==> config.mk <==
export PLATFORM = sky130hd
export DESIGN_NAME = lcd_char_writer
export DESIGN_NICKNAME = d
export VERILOG_FILES = /design/src/rtl/lcd_pkg.sv /design/src/rtl/lcd_bus_cycle.sv /design/src/rtl/lcd_char_writer.sv
export SDC_FILE = /design/constraint.sdc
export NUM_CORES = 1
export LEC_CHECK = 0
export ABC_AREA = 0
export CAP_MARGIN = 20
export CORE_MARGIN = 4
export CORE_UTILIZATION = 25
export CTS_CLUSTER_SIZE = 14
export DETAILED_ROUTE_END_ITERATION = 8
export SLEW_MARGIN = 20
export SYNTH_ARGS = -nofsm -noshare
export SYNTH_HDL_FRONTEND = slang
export SYNTH_HIERARCHICAL = 1
export SYNTH_SLANG_ARGS = --single-unit
export TNS_END_PERCENT = 20
==> constraint.sdc <==
create_clock -name clk -period 4.2 [get_ports clk]
set_input_delay 1.26 -clock clk [delete_from_list [all_inputs] [get_ports clk]]
set_output_delay 1.26 -clock clk [all_outputs]
set_load 0.02 [all_outputs]
==> src/rtl/lcd_pkg.sv <==
// lcd_pkg: constants shared by the LCD character writer and the display
// decoder.
//   - HD44780 command bytes used by the writer
//   - top-level sequencer state encoding (ST_*)
//   - bus-cycle phase encoding (PH_*)
//   - ASCII character codes produced by the display decoder
//   - init_cmd(): the power-up command table, indexed 0..4
package lcd_pkg;

  localparam logic [7:0] CMD_FUNC_8BIT = 8'h38;
  localparam logic [7:0] CMD_DISP_ON   = 8'h0C;
  localparam logic [7:0] CMD_ENTRY     = 8'h06;
  localparam logic [7:0] CMD_CLEAR     = 8'h01;
  localparam logic [7:0] CMD_HOME_ADDR = 8'h80;

  // Sequencer states
  localparam logic [2:0] ST_PWRUP = 3'd0;
  localparam logic [2:0] ST_INIT  = 3'd1;
  localparam logic [2:0] ST_IDLE  = 3'd2;
  localparam logic [2:0] ST_XFER  = 3'd3;
  localparam logic [2:0] ST_WRAP  = 3'd4;
  localparam logic [2:0] ST_CLEAR = 3'd5;

  // Bus-cycle phases
  localparam logic [2:0] PH_PWR   = 3'd0;
  localparam logic [2:0] PH_IDLE  = 3'd1;
  localparam logic [2:0] PH_SETUP = 3'd2;
  localparam logic [2:0] PH_PULSE = 3'd3;
  localparam logic [2:0] PH_WAIT  = 3'd4;

  // Character codes from the display decoder
  localparam logic [7:0] CHAR_0   = 8'h30;
  localparam logic [7:0] CHAR_1   = 8'h31;
  localparam logic [7:0] CHAR_2   = 8'h32;
  localparam logic [7:0] CHAR_3   = 8'h33;
  localparam logic [7:0] CHAR_4   = 8'h34;
  localparam logic [7:0] CHAR_5   = 8'h35;
  localparam logic [7:0] CHAR_6   = 8'h36;
  localparam logic [7:0] CHAR_7   = 8'h37;
  localparam logic [7:0] CHAR_8   = 8'h38;
  localparam logic [7:0] CHAR_9   = 8'h39;
  localparam logic [7:0] CHAR_ERR = 8'h3A;

  // Power-up command table: function set twice, display on, entry mode, clear.
  function automatic logic [7:0] init_cmd(input logic [2:0] idx);
    case (idx)
      3'd0, 3'd1: init_cmd = CMD_FUNC_8BIT;
      3'd2:       init_cmd = CMD_DISP_ON;
      3'd3:       init_cmd = CMD_ENTRY;
      default:    init_cmd = CMD_CLEAR;
    endcase
  endfunction

endpackage

==> src/rtl/lcd_bus_cycle.sv <==
// lcd_bus_cycle: timing engine for one HD44780 write.
// After reset it first counts out the power-up delay (phase PH_PWR). Each
// write then runs SETUP (EN low, RS/DATA driven) -> PULSE (EN high) ->
// WAIT (EN low, RS/DATA held). A single down-counter times every phase.
// Ports:
//   clk, rst            clock, asynchronous active-high reset
//   start, rs, data     begin a write; only honoured when done or idle
//   long_wait           use CLR_WAIT_CYC instead of CMD_WAIT_CYC for WAIT
//   done                last cycle of power-up delay or of WAIT
//   lcd_rs/lcd_en/lcd_data  registered LCD pins
//   phase               current phase (debug)
module lcd_bus_cycle
  import lcd_pkg::*;
#(
  parameter int PWRUP_CYC    = 1000000,
  parameter int SETUP_CYC    = 4,
  parameter int EN_CYC       = 25,
  parameter int CMD_WAIT_CYC = 2500,
  parameter int CLR_WAIT_CYC = 100000
) (
  input  logic       clk,
  input  logic       rst,
  input  logic       start,
  input  logic       rs,
  input  logic [7:0] data,
  input  logic       long_wait,
  output logic       done,
  output logic       lcd_rs,
  output logic       lcd_en,
  output logic [7:0] lcd_data,
  output logic [2:0] phase
);

  localparam int MAX_A   = (PWRUP_CYC > CLR_WAIT_CYC) ? PWRUP_CYC : CLR_WAIT_CYC;
  localparam int MAX_B   = (CMD_WAIT_CYC > EN_CYC) ? CMD_WAIT_CYC : EN_CYC;
  localparam int MAX_C   = (MAX_B > SETUP_CYC) ? MAX_B : SETUP_CYC;
  localparam int MAX_CYC = (MAX_A > MAX_C) ? MAX_A : MAX_C;
  localparam int CNT_W   = $clog2(MAX_CYC) + 1;

  logic [CNT_W-1:0] cnt;
  logic             long_q;

  // done is combinational so the sequencer can chain the next write onto
  // the edge that ends this one, with no idle cycle in between.
  assign done = ((phase == PH_PWR) || (phase == PH_WAIT)) && (cnt == '0);

  always_ff @(posedge clk or posedge rst) begin
    if (rst) begin
      phase    <= PH_PWR;
      cnt      <= CNT_W'(PWRUP_CYC - 1);
      long_q   <= 1'b0;
      lcd_rs   <= 1'b0;
      lcd_en   <= 1'b0;
      lcd_data <= 8'h00;
    end else if (start && (done || (phase == PH_IDLE))) begin
      phase    <= PH_SETUP;
      cnt      <= CNT_W'(SETUP_CYC - 1);
      long_q   <= long_wait;
      lcd_rs   <= rs;
      lcd_data <= data;
    end else begin
      case (phase)
        PH_PWR: begin
          if (cnt != '0) cnt <= cnt - 1'b1;
          else           phase <= PH_IDLE;
        end
        PH_SETUP: begin
          if (cnt != '0) begin
            cnt <= cnt - 1'b1;
          end else begin
            lcd_en <= 1'b1;
            phase  <= PH_PULSE;
            cnt    <= CNT_W'(EN_CYC - 1);
          end
        end
        PH_PULSE: begin
          if (cnt != '0) begin
            cnt <= cnt - 1'b1;
          end else begin
            lcd_en <= 1'b0;
            phase  <= PH_WAIT;
            cnt    <= long_q ? CNT_W'(CLR_WAIT_CYC - 1) : CNT_W'(CMD_WAIT_CYC - 1);
          end
        end
        PH_WAIT: begin
          if (cnt != '0) cnt <= cnt - 1'b1;
          else           phase <= PH_IDLE;
        end
        default: phase <= PH_IDLE;
      endcase
    end
  end

endmodule

==> src/rtl/lcd_char_writer.sv <==
// lcd_char_writer: sequencer for an HD44780 8-bit LCD. Runs the power-up
// init, accepts characters, tracks the cursor column with wrap to the line
// start, and services clear requests.
// Ports:
//   clk, reset            clock, asynchronous active-high reset
//   char_in, char_valid   character to write
//   char_ready            character accepted on an edge with char_valid high
//   clear_req             single-cycle display clear request
//   init_done             init sequence complete (held until reset)
//   lcd_rs/rw/en/data     LCD pins (rw is always 0)
//   dbg_state, dbg_bus_phase, dbg_col  debug visibility of FSMs and column
// Handshake: a character transfers on a rising clk edge where
// char_valid && char_ready; char_ready is high only in IDLE with no clear
// pending or requested, so a clear always wins over a same-cycle character.
module lcd_char_writer
  import lcd_pkg::*;
#(
  parameter int PWRUP_CYC    = 1000000,
  parameter int SETUP_CYC    = 4,
  parameter int EN_CYC       = 25,
  parameter int CMD_WAIT_CYC = 2500,
  parameter int CLR_WAIT_CYC = 100000,
  parameter int COLS         = 16,
  localparam int COL_W       = $clog2(COLS)
) (
  input  logic             clk,
  input  logic             reset,
  input  logic [7:0]       char_in,
  input  logic             char_valid,
  output logic             char_ready,
  input  logic             clear_req,
  output logic             init_done,
  output logic             lcd_rs,
  output logic             lcd_rw,
  output logic             lcd_en,
  output logic [7:0]       lcd_data,
  output logic [2:0]       dbg_state,
  output logic [2:0]       dbg_bus_phase,
  output logic [COL_W-1:0] dbg_col
);

  logic [2:0]       state;
  logic [2:0]       init_idx;
  logic [COL_W-1:0] col;
  logic             clr_pend;
  logic             bus_done;
  logic             start;
  logic             start_rs;
  logic [7:0]       start_data;
  logic             start_long;
  logic             at_last_col;

  assign at_last_col   = (col == COL_W'(COLS - 1));
  assign char_ready    = (state == ST_IDLE) && !clr_pend && !clear_req;
  assign lcd_rw        = 1'b0;
  assign dbg_state     = state;
  assign dbg_col       = col;

  // Every write is launched on the edge the sequencer changes state, so the
  // write's SETUP phase starts the cycle after the deciding edge.
  always_comb begin
    start      = 1'b0;
    start_rs   = 1'b0;
    start_data = 8'h00;
    case (state)
      ST_PWRUP: begin
        if (bus_done) begin
          start      = 1'b1;
          start_data = init_cmd(3'd0);
        end
      end
      ST_INIT: begin
        if (bus_done && (init_idx != 3'd4)) begin
          start      = 1'b1;
          start_data = init_cmd(init_idx + 3'd1);
        end
      end
      ST_IDLE: begin
        if (clear_req || clr_pend) begin
          start      = 1'b1;
          start_data = CMD_CLEAR;
        end else if (char_valid) begin
          start      = 1'b1;
          start_rs   = 1'b1;
          start_data = char_in;
        end
      end
      ST_XFER: begin
        if (bus_done && at_last_col) begin
          start      = 1'b1;
          start_data = CMD_HOME_ADDR;
        end
      end
      default: ;
    endcase
    // Only the clear command needs the long post-EN wait.
    start_long = !start_rs && (start_data == CMD_CLEAR);
  end

  always_ff @(posedge clk or posedge reset) begin
    if (reset) begin
      state     <= ST_PWRUP;
      init_idx  <= 3'd0;
      col       <= '0;
      clr_pend  <= 1'b0;
      init_done <= 1'b0;
    end else begin
      case (state)
        ST_PWRUP: begin
          clr_pend <= 1'b0;
          if (bus_done) begin
            init_idx <= 3'd0;
            state    <= ST_INIT;
          end
        end
        ST_INIT: begin
          clr_pend <= 1'b0;
          if (bus_done) begin
            if (init_idx == 3'd4) begin
              col       <= '0;
              init_done <= 1'b1;
              state     <= ST_IDLE;
            end else begin
              init_idx <= init_idx + 3'd1;
            end
          end
        end
        ST_IDLE: begin
          if (clear_req || clr_pend) state <= ST_CLEAR;
          else if (char_valid)       state <= ST_XFER;
        end
        ST_XFER: begin
          if (clear_req) clr_pend <= 1'b1;
          if (bus_done) begin
            if (at_last_col) begin
              state <= ST_WRAP;
            end else begin
              col   <= col + 1'b1;
              state <= ST_IDLE;
            end
          end
        end
        ST_WRAP: begin
          if (clear_req) clr_pend <= 1'b1;
          if (bus_done) begin
            col   <= '0;
            state <= ST_IDLE;
          end
        end
        ST_CLEAR: begin
          // A request arriving during the clear is satisfied by this clear.
          if (bus_done) begin
            col      <= '0;
            clr_pend <= 1'b0;
            state    <= ST_IDLE;
          end else if (clear_req) begin
            clr_pend <= 1'b1;
          end
        end
        default: state <= ST_PWRUP;
      endcase
    end
  end

  lcd_bus_cycle #(
    .PWRUP_CYC    (PWRUP_CYC),
    .SETUP_CYC    (SETUP_CYC),
    .EN_CYC       (EN_CYC),
    .CMD_WAIT_CYC (CMD_WAIT_CYC),
    .CLR_WAIT_CYC (CLR_WAIT_CYC)
  ) u_bus (
    .clk       (clk),
    .rst       (reset),
    .start     (start),
    .rs        (start_rs),
    .data      (start_data),
    .long_wait (start_long),
    .done      (bus_done),
    .lcd_rs    (lcd_rs),
    .lcd_en    (lcd_en),
    .lcd_data  (lcd_data),
    .phase     (dbg_bus_phase)
  );

endmodule

==> impl_metrics.ini, run 1 <==
[outcome]
status = finished clean

[cells_and_area]
drive_above_1_share_pct = 14.8
area_growth_from_synthesis_to_layout_pct = 21.6
post_route_cell_area_sq_mm = 0.00379
final_nets = 385
fin_util_pct = 31.3
antennaDiodeCount = 0

[floorplan]
core.rowCount = 40
die_width_microns = 120
die_area_sq_mm = 0.0143
die_h_microns = 120
floorplan.core_area_sq_mm = 0.0121
ios = 35
initial_core_util_pct = 25.7

[setup_path]
data_required_critical_path_ps = 2940
cp_dominant_cell_by_count = clkdlybuf4s50_1
critical_path.top_delay_family = buffers and inverters
worst-path-buf-inv = 3
cp_class = primary input to output port
timing.critical_path.arrival_ps = 2760
critical_path_peak_fanout = 4
cp_slowest_cell = clkdlybuf4s50_1
setup.worst_path.start_class = primary input
path_cells = clkdlybuf4s50_1 > nor2_1 > nand3_1 > inv_1 > clkdlybuf4s50_1
critical-path-max-stage-delay_ps = 610
critPathCaptureType = output port

[timing]
setup_violations = 0
final-hold-violation-count = 0
relSlewSlack_pct = 34.3
fmax_mhz = 249
setup_slack_ps = 183
final.setup.tns_ps = 0
skew_ps = 14.2
post-route-period-util_pct = 95.6
rsz0062_at_grt = no
worst_slew_pin_slew_ps = 985
final.min_clock_period_ps = 4020
timing.final.max_slew_violations = 0

[clocking]
tritoncts_num_sinks = 47
cts_tree = built
htree_levels = 2
cts_hold_repair.buffers = 0
postCtsSetupBuffers = 0
cts_root_buf = clkbuf_16
cts_resized = 0
worstSkewPairLatency_ps = 290
cts.reportedPaths.clkPinSlew_ps = 70
clock_buffers_created_by_tritoncts = 5
ctsLongestPathBuffers = 2

[synth]
synth_common_cells = dfrtp_1, nand2_1, nor2_1
synth.most_common_cell = dfrtp_1
syn-num-nets = 351
synthDistinctLibCells = 71
synth_top_cell_area_share_pct = 28.1
synth_warnings = 6
netlist.top_cell.by_area = dfrtp_1
yosys_register_bits = 47
yosysSeqAreaShare_pct = 38.3
syn_area_sq_mm = 0.00311
ys_async_sr_fraction_pct = 100
avgSynthCellArea_sq_um = 9.40
synth_edf_count = 0
main_area_contributors_after_synthesis = dfrtp_1, dfstp_2, mux2_4, a21oi_1, ha_1
synthCells = 331
ys_dominant_reg_cell = dfrtp_1

[detailed_routing]
detailedRoute.firstPassIterationCount = 4
antenna_left = 0
vias = 2712
post_drt_wl_per_cell_microns = 14.8
via_per_inst = 5.08
totalWireLength_mm = 7.88
first_iter_violations = 204
detail_route.drc_violations = 0

[grt]
grt_first_pass_wirelength_mm = 13.6
grtUsageTotal_pct = 11.2
global_route.overflow_total = 0
first_global_vias = 2672
grt_antenna_before_repair = 0
largest_net_degree_at_the_start_of_global_routing = 26

[placement]
dp_hpwl_mm = 5.75
postPlaceCellArea_sq_mm = 0.00363
globalplace.congestion = 0.833
preCtsSetupSlack_ps = 196
io_buffers = 33

[hold_path]
min_path_type = register to register

[power_and_ir_drop]
max-vdd-ir-drop_mv = 0.147
cellPowerDensity_mw_per_mm2 = 235
p_leak_nw = 1.57

[job]
timing.max_cap.violations = 0
metrics by stage:
stage | cells | power, mW | hold WS [ps]
global placement | 526 | 0.489 | 466
finish | 534 | 0.888 | 488
global route | 534 | 0.926 | 502
detailed placement | 526 | 0.489 | 462
floorplan | 331 | 0.471 | 459
CTS | 534 | 0.904 | 491
state kept, by name (all words and copies together), names as in the netlist:
register and cells:
clr_pend 1, u_bus/cnt 21, init_idx 3, u_bus/lcd_rs 1, dbg_col 4, u_bus/lcd_data 8, init_done 1, dbg_state 3
u_bus/lcd_en 1, u_bus/long_q 1, u_bus/phase 3
worst paths after layout:
path	depth (start not counted)	slack, ps	end	start
setup / recovery	5	180	char_ready	clear_req
hold / removal	1	490	init_done	init_done
setup reg to reg	12	370	u_bus/cnt[19]	u_bus/cnt[12]
hold reg to reg	1	490	init_done	init_done
max in group asynchronous	3	2170	u_bus/cnt[9]	reset
min in group asynchronous	2	1340	dbg_col[3]	reset
cell families (layout without fill, tap and decap cells):
kind of cell | Yosys count | count (layout) | synth area share [%]
and+or+nand+nor | 127 | 127 | 24.0
AOI/OAI and AO/OA | 100 | 100 | 22.4
DFF | 47 | 47 | 38.3
buffers and inverters | 33 | 68 | 5.59
muxes | 13 | 13 | 5.87
adders and majority gates | 8 | 8 | 3.22
xor gates and xnor gates | 2 | 2 | 0.563
other | 1 | 1 | 0.120
layout by cell type, fill, tap and decap left out, drive strengths merged, types with 3 or more instances in the layout:
cell type | synthesis | final
a211oi | 3 | 3
a21o | 7 | 7
a21oi | 20 | 20
a22o | 3 | 3
a31oi | 3 | 3
and3 | 3 | 3
buf | 12 | 11
clkbuf | 5 | 7
clkdlybuf4s50 | 0 | 33
dfrtp | 35 | 35
dfstp | 12 | 12
ha | 8 | 8
inv | 16 | 16
mux2 | 12 | 12
nand2 | 26 | 26
nand2b | 4 | 4
nand3 | 14 | 14
nand3b | 4 | 4
nand4 | 8 | 8
nor2 | 23 | 23
nor2b | 5 | 5
nor3 | 11 | 11
nor3b | 3 | 3
nor4 | 4 | 4
o211ai | 4 | 4
o21ai | 21 | 21
o22ai | 5 | 5
o31a | 3 | 3
o31ai | 7 | 7
or3 | 4 | 4
or4 | 7 | 7
report_power, final:
group          internal, mW  switching (mW)  total, mW
Sequential            0.453               0      0.453
Clock                 0.238           0.169      0.408
Combinational        0.0128          0.0143     0.0271
metal layers:
metal / up-vias / GRT usage, % / part of all wire [%] / wire length, microns
met1: 1329 / 15.1 / 46 / 3620
met4: 0 / 1.65 / 0.13 / 10
li1: 1311 / - / - / -
met5: - / 0 / 0 / 0
met3: 2 / 2.21 / 4.1 / 324
met2: 70 / 19.0 / 50 / 3930
layout make-up:
| cell class | instances | area (sq um) |
|---|---|---|
| clock buffer | 7 | 143 |
| clock inverter | 1 | 8.76 |
| fill | 1300 | 8330 |
| inverter | 16 | 60.1 |
| multi-input combinational | 251 | 1750 |
| sequential | 47 | 1190 |
| tap | 168 | 210 |
| timing repair buffer | 44 | 425 |
(Power assumes the default switching activity.)
==> run 2, diff against run 1 <==
Settings changed: GPL_ROUTABILITY_DRIVEN from default to 0, GPL_TIMING_DRIVEN from default to 0.
==> run 2 against run 1 <==
Utilization rose by 0.53 points; register-to-register slack worse by 50 ps; combinational power increased by 3%; clock-buffer cell count did not move; sequential cell count did not move; sequential share of layout area decreased by 0.52 points; non-clock buffer count increased by 7; critical endpoint unchanged.
==> impl_metrics.ini, run 2 (synthesis results as in run 1) <==
[outcome]
status = finished clean

[clocking]
ctsLongestPathBuffers = 2
clock_buffers_created_by_tritoncts = 5
cts_hold_repair.buffers = 0
htree_levels = 2
cts.reportedPaths.clkPinSlew_ps = 60
tritoncts_num_sinks = 47
cts_tree = built
worstSkewPairLatency_ps = 290
cts_root_buf = clkbuf_16

[timing]
final.setup.tns_ps = 0
setup_slack_ps = 31.5
fmax_mhz = 240
worst_slew_pin_slew_ps = 652
hold_slack_ps = 473
final.min_clock_period_ps = 4170
final-hold-violation-count = 0
rsz0062_at_grt = no
skew_ps = 8.08
timing.final.max_slew_violations = 0
setup_violations = 0
post-route-period-util_pct = 99.3
relSlewSlack_pct = 56.1

[grt]
largest_net_degree_at_the_start_of_global_routing = 22
grt_antenna_before_repair = 0
grtUsageTotal_pct = 11.5
first_global_vias = 2688
global_route.overflow_total = 0
grt_first_pass_wirelength_mm = 13.5

[placement]
io_buffers = 33
preCtsSetupSlack_ps = 106
dp_hpwl_mm = 6.03

[floorplan]
die_width_microns = 120
core.rowCount = 40
ios = 35
floorplan.core_area_sq_mm = 0.0121
die_area_sq_mm = 0.0143
initial_core_util_pct = 25.7
die_h_microns = 120

[detailed_routing]
antenna_left = 0
detailedRoute.firstPassIterationCount = 5
totalWireLength_mm = 8.25
vias = 2754
first_iter_violations = 219
post_drt_wl_per_cell_microns = 15.2
detail_route.drc_violations = 0
via_per_inst = 5.09

[cells_and_area]
most_common_cell_after_layout_fill_and_taps_aside = dfrtp_1
area_growth_from_synthesis_to_layout_pct = 23.7
largest_register = u_bus/cnt
final.fill_count = 1292
final_nets = 392
drive_above_1_share_pct = 15.3
largest_register_ffs = 21
layout_common_cells = dfrtp_1, clkdlybuf4s50_1, nand2_1
antennaDiodeCount = 0

[setup_path]
critical_path_peak_fanout = 4
cp_class = primary input to output port
timing.critical_path.arrival_ps = 2910
data_required_critical_path_ps = 2940
setup.worst_path.start_class = primary input
critPathCaptureType = output port

[hold_path]
min_path_type = register to register

[job]
timing.max_cap.violations = 0

[power_and_ir_drop]
cellPowerDensity_mw_per_mm2 = 244
finalPower_mw = 0.941
max-vdd-ir-drop_mv = 0.123
p_leak_nw = 1.60
[run 2: repair_timing]
| action | CTS | global route |
|---|---|---|
| setup buffers | 0 | 0 |
| resized for setup | 0 | 1 |
| endpoints found under the setup margin | 0 | 6 |
[run 2: worst paths after layout]
kind / start / to / slack, ps / cells past startpoint
max: clear_req / char_ready / 30 / 5
min in group asynchronous: reset / u_bus/phase[0] / 1310 / 2
min reg2reg: init_done / init_done / 470 / 1
max in group asynchronous: reset / u_bus/cnt[19] / 2370 / 3
max reg2reg: u_bus/cnt[12] / u_bus/cnt[19] / 320 / 13
min: init_done / init_done / 470 / 1
[run 2: worst max-delay path, stage by stage]
cell	delay, ps
clkdlybuf4s50_1	460
nor2_1	260
nand3_1	200
inv_1	120
clkdlybuf4s50_1	610
[run 2: cell type report]
cell class | instances | area, sq um | share of cell area [%]
buffer | 17 | 114 | 2.96
clock inverter | 1 | 30.0 | 0.780
sequential | 47 | 1190 | 30.9
inverter | 16 | 60.1 | 1.56
clock buffer | 7 | 133 | 3.44
timing repair buffer | 34 | 358 | 9.29
tap | 168 | 210 | 5.46
multi-input combinational | 251 | 1750 | 45.6
[run 2: layer usage]
layer / up-vias / share of wire (%) / GRT usage (%)
li1: 1327 / - / -
met1: 1331 / 46 / 15.2
met2: 86 / 48 / 18.9
met3: 10 / 4.9 / 2.40
met4: 0 / 1.6 / 3.65
met5: - / 0 / 0
[run 2: stage by stage]
step / util [%] / std cells / instance area [sq um]
6_report: 31.8 / 541 / 3850
5_1_grt: 31.8 / 541 / 3850
4_1_cts: 31.7 / 541 / 3840
3_5_place_dp: 30.4 / 533 / 3680
3_3_place_gp: 30.2 / 532 / 3650
2_1_floorplan: - / 331 / 3110
[run 2: power breakdown]
group          total, mW  leakage [nW]  switching [mW]  internal [mW]
Clock              0.460        0.0781           0.178          0.282
Sequential         0.453         0.593               0          0.453
Combinational     0.0279         0.930          0.0148         0.0130
